`config.mk`:
```
export PLATFORM = sky130hd
export DESIGN_NAME = serial_sub
export DESIGN_NICKNAME = d
export VERILOG_FILES = /design/src/rtl/arith_pkg.sv /design/src/rtl/fa_1b.sv /design/src/rtl/serial_sub.sv
export SDC_FILE = /design/constraint.sdc
export NUM_CORES = 1
export LEC_CHECK = 0
export ABC_AREA = 1
export CELL_PAD_IN_SITES_DETAIL_PLACEMENT = 1
export CELL_PAD_IN_SITES_GLOBAL_PLACEMENT = 1
export CORE_UTILIZATION = 43
export DETAILED_ROUTE_END_ITERATION = 8
export MAX_ROUTING_LAYER = met4
export PLACE_DENSITY_LB_ADDON = 0.1
export SLEW_MARGIN = 30
export SYNTH_ARGS = -nofsm -noshare
export SYNTH_HDL_FRONTEND = slang
export SYNTH_SLANG_ARGS = --single-unit
export TNS_END_PERCENT = 100
```
`constraint.sdc`:
```
create_clock -name clk -period 4.5 [get_ports clk]
set_clock_uncertainty 0.2 [all_clocks]
set_input_delay 1.35 -clock clk [delete_from_list [all_inputs] [get_ports clk]]
set_output_delay 1.35 -clock clk [all_outputs]
set_load 0.01 [all_outputs]
```
`src/rtl/arith_pkg.sv`:
```
// Shared arithmetic-datapath definitions: serial FSM encoding and a counter width helper.
package arith_pkg;

  typedef enum logic [1:0] {
    ST_IDLE  = 2'd0,
    ST_SHIFT = 2'd1,
    ST_DONE  = 2'd2
  } state_e;

  // Smallest r with 2**r >= v; callers keep v >= 2.
  function automatic int unsigned clog2(input int unsigned v);
    int unsigned r;
    r = 0;
    while ((64'd1 << r) < 64'(v)) r = r + 1;
    return r;
  endfunction

endpackage

```
`src/rtl/fa_1b.sv`:
```
// One-bit full adder cell shared by the ripple and serial arithmetic blocks.
module fa_1b (
  input  logic a,
  input  logic b,
  input  logic cin,
  output logic s,
  output logic cout
);

  assign s    = a ^ b ^ cin;
  assign cout = (a & b) | (cin & (a ^ b));

endmodule

```
`src/rtl/serial_sub.sv`:
```
// Bit-serial W-bit subtractor (D = A - B, LSB first) built on fa_1b with start/busy/done.
// Optional SERIAL_SUB_FLAGS_EN adds registered zero (Z) and negative (N) result flags.
module serial_sub
  import arith_pkg::*;
#(
  parameter int unsigned W = 8
) (
  input  logic         clk,
  input  logic         rst,
  input  logic         start,
  input  logic [W-1:0] A,
  input  logic [W-1:0] B,
  output logic         busy,
  output logic         done,
  output logic [W-1:0] D,
  output logic         Bout,
`ifdef SERIAL_SUB_FLAGS_EN
  output logic         Z,
  output logic         N,
`endif
  output logic         OVF
);

  localparam int unsigned CntW = clog2(W);
  localparam logic [CntW-1:0] CntLast = CntW'(W - 1);
  localparam logic [CntW-1:0] CntMsb  = CntW'(W - 2);

  state_e          state_q;
  logic [W-1:0]    a_sr_q, b_sr_q, res_sr_q;
  logic            c_q, c_msb_q;
  logic [CntW-1:0] cnt_q;
  logic            busy_q, done_q, bout_q, ovf_q;
  logic [W-1:0]    d_q;
`ifdef SERIAL_SUB_FLAGS_EN
  logic            any_q, z_q, n_q;
`endif

  logic b_inv, fa_s, fa_cout;

  assign b_inv = ~b_sr_q[0];

  // Subtraction as A + ~B + 1: the carry flop is preset to 1 on start.
  fa_1b u_fa (
    .a    (a_sr_q[0]),
    .b    (b_inv),
    .cin  (c_q),
    .s    (fa_s),
    .cout (fa_cout)
  );

  always_ff @(posedge clk or posedge rst) begin
    if (rst) begin
      state_q  <= ST_IDLE;
      a_sr_q   <= '0;
      b_sr_q   <= '0;
      res_sr_q <= '0;
      c_q      <= 1'b0;
      c_msb_q  <= 1'b0;
      cnt_q    <= '0;
      busy_q   <= 1'b0;
      done_q   <= 1'b0;
      d_q      <= '0;
      bout_q   <= 1'b0;
      ovf_q    <= 1'b0;
`ifdef SERIAL_SUB_FLAGS_EN
      any_q    <= 1'b0;
      z_q      <= 1'b0;
      n_q      <= 1'b0;
`endif
    end else begin
      case (state_q)
        ST_IDLE, ST_DONE: begin
          done_q <= 1'b0;
          busy_q <= 1'b0;
          if (start) begin
            a_sr_q   <= A;
            b_sr_q   <= B;
            res_sr_q <= '0;
            c_q      <= 1'b1;
            cnt_q    <= '0;
            busy_q   <= 1'b1;
            state_q  <= ST_SHIFT;
`ifdef SERIAL_SUB_FLAGS_EN
            any_q    <= 1'b0;
`endif
          end else begin
            state_q <= ST_IDLE;
          end
        end
        ST_SHIFT: begin
          res_sr_q <= {fa_s, res_sr_q[W-1:1]};
          a_sr_q   <= {1'b0, a_sr_q[W-1:1]};
          b_sr_q   <= {1'b0, b_sr_q[W-1:1]};
          c_q      <= fa_cout;
`ifdef SERIAL_SUB_FLAGS_EN
          any_q    <= any_q | fa_s;
`endif
          if (cnt_q == CntMsb) c_msb_q <= fa_cout;
          if (cnt_q == CntLast) begin
            // Result lands on the DONE entry edge, so it is valid while done is high.
            state_q <= ST_DONE;
            busy_q  <= 1'b0;
            done_q  <= 1'b1;
            d_q     <= {fa_s, res_sr_q[W-1:1]};
            bout_q  <= ~fa_cout;
            ovf_q   <= c_msb_q ^ fa_cout;
`ifdef SERIAL_SUB_FLAGS_EN
            z_q     <= ~(any_q | fa_s);
            n_q     <= fa_s;
`endif
          end else begin
            cnt_q <= cnt_q + 1'b1;
          end
        end
        default: begin
          state_q <= ST_IDLE;
          busy_q  <= 1'b0;
          done_q  <= 1'b0;
        end
      endcase
    end
  end

  assign busy = busy_q;
  assign done = done_q;
  assign D    = d_q;
  assign Bout = bout_q;
  assign OVF  = ovf_q;
`ifdef SERIAL_SUB_FLAGS_EN
  assign Z    = z_q;
  assign N    = n_q;
`endif

endmodule
```
==> flow_summary.toml <==
[floorplan]
start_util = 0.455
dieWidth_um = 70.4
io_pins = 31
design.core.area_mm2 = 0.00441
die_h_um = 70.4
die-area_mm2 = 0.00495
core.rowCount = 24

[clock_network]
cts_buffer_depth = 2
hold_buffers = 0
cts_made_buffers = 5
clk_latency_ns = 0.29
htreeDepth = 2
clk_pin_slew_ns = 0.07
numClockSinks = 41
root_buffer = "clkbuf_8"
postCtsResizedCells = 0
cts_tree = "yes"
postCtsSetupRepairBufs = 0

[global_routing]
grt_pass1_wl_mm = 7.41
grt_max_degree = 42
grtUsageMet1 = 0.249
grt-ovfl-total = 0
grt_usage = 0.196
use_met3 = 0.0433
first_global_vias = 1678
grt-busiest-layer = "met2"
antenna_found_initial = 0
grt.met2_usage = 0.309

[job]
drv_cap = 0

[route]
drt_iter0_drc = 139
viasPerCell = 4.83
routedWlPerCell_um = 12.9
postRouteAntennaNets = 0
drt_pass1_iterations = 4
drt_wl_total_mm = 4.14
num_vias = 1545
drc = 0

[finish]
drive_gt1_frac = 0.0933
stdcell_count = 320
area_delta_synth_final_pct = 19.4
final_cell_mix = "nand2_1 (72), inv_1 (43), dfrtp_1 (41), nand3_1 (33), clkdlybuf4s50_1 (30)"
final_common_cell = "nand2_1"
fin_area_mm2 = 0.00240
n_antenna_cell = 0
utilization = 0.544
nNetsFinal = 291

[timing]
finalHoldViolCount = 0
fmax_mhz = 346
worstMarginPinSlew_ns = 0.759
tns_ns = 0
rsz0062_at_grt = "no"
maxSlewHeadroom = 0.494
fin_crit_sh = 0.643
layout_min_cycle_time_ns = 2.89
setup_viol = 0
drv_slew = 0

[setup_path]
critical_path_class = "reg -> out"
crit_family = "buffers and inverters"
slowest_delay_ns = 0.58
crit_fanout = 3
start_kind = "flip-flop"
slowest_stage = "clkdlybuf4s50_1"
endpoint_kind = "output port"
required_ns = 2.95
worst-path-buf-inv = 1
cp.arrival_ns = 1.34
cp_cell_sequence = "clkdlybuf4s50_1"

[yosys]
ys_seq_elements = 41
synth_area_mm2 = 0.00201
syn_nets = 262
synthCells = 239
ys_types = 22
avgSynthCellArea_um2 = 8.41
yosysWarnings = 0
seq_area_frac_synth = 0.510

[place]
port_buffers = 30
post_dp_cell_area_mm2 = 0.00231
dp_hpwl_mm = 2.81
place.gp.congestion = 0.759
dp_cells = 313

[power_and_ir_drop]
p_total_uw = 1580
power_leakage_uw = 0.00127
vdd_drop_max_mv = 0.331
powerDensity_mw_per_mm2 = 659

[hold_path]
holdCritPathClass = "reg -> reg"

[run_status]
run_status = "completed"
## sequential cells by signal, indices dropped and copies added (netlist names)
register / count
Bout: 1
res_sr_q: 7
done: 1
c_msb_q: 1
c_q: 1
a_sr_q: 8
busy: 1
b_sr_q: 8
cnt_q: 3
OVF: 1
D: 8
state_q: 1
## synth_stat cells
library cell  number  area share
xnor2_1            1      0.0044
fa_1               1       0.010
buf_6              3       0.017
buf_2              2      0.0050
nand4_1            1      0.0031
or2_2              1      0.0031
ha_1               3       0.019
buf_4              3       0.011
nor2_8             1       0.010
clkbuf_1           1      0.0019
nand2_1           72        0.13
inv_4              1      0.0031
o21ai_2            9       0.039
inv_2              1      0.0019
o21ai_1            5       0.012
dfrtp_1           41        0.51
nor2_1             7       0.013
o21ai_0            5       0.012
nand2_4            4       0.022
inv_1             43       0.080
clkinv_4           1      0.0044
nand3_1           33       0.082
## worst paths after layout
kind | startpoint | to | slack, ns | depth (start not counted)
max reg2reg | state_q[0] | b_sr_q[0] | 2.32 | 5
max in group asynchronous | rst | cnt_q[2] | 2.43 | 3
max | done | done | 1.61 | 1
min | D[0] | D[0] | 0.28 | 2
min in group asynchronous | rst | cnt_q[0] | 1.30 | 3
min reg2reg | D[0] | D[0] | 0.28 | 2
## stage by stage
step	worst slack [ns]	hold slack [ns]
finish	1.61	0.284
global route	1.56	0.317
CTS	1.59	0.287
detailed placement	1.60	0.268
global placement	1.63	0.263
floorplan	2.00	0.249
## area by class of cell
| class | instances | area (µm²) |
|---|---|---|
| clock buffers | 7 | 86.3 |
| fillers | 554 | 2010 |
| inverters | 46 | 180 |
| multi-input cells | 143 | 734 |
| flip-flops and latches | 41 | 1030 |
| well taps | 52 | 65.1 |
| repair buffers | 31 | 308 |
## cell families (layout without fill, tap and decap cells)
| family | count (synthesis) | after routing | share of synthesized area |
|---|---|---|---|
| and+or+nand+nor | 119 | 119 | 0.268 |
| buffers and inverters | 55 | 84 | 0.124 |
| DFF | 41 | 41 | 0.510 |
| AOI/OAI and AO/OA | 19 | 19 | 0.0641 |
| adders and majority gates | 4 | 4 | 0.0286 |
| xor gates and xnor gates | 1 | 1 | 0.00436 |
## metal layers
layer	vias to the layer above	wire [µm]
met4	0	65
met3	6	112
met2	23	1950
met1	741	2010
met5	-	0
li1	775	-
## power breakdown
part           switching [µW]  total, µW  internal, µW  leakage, µW
sequential                112        645           533     0.000515
clock                     119        241           122    0.0000443
combinational             400        696           296     0.000711
Power figures use the tool's default switching activity.
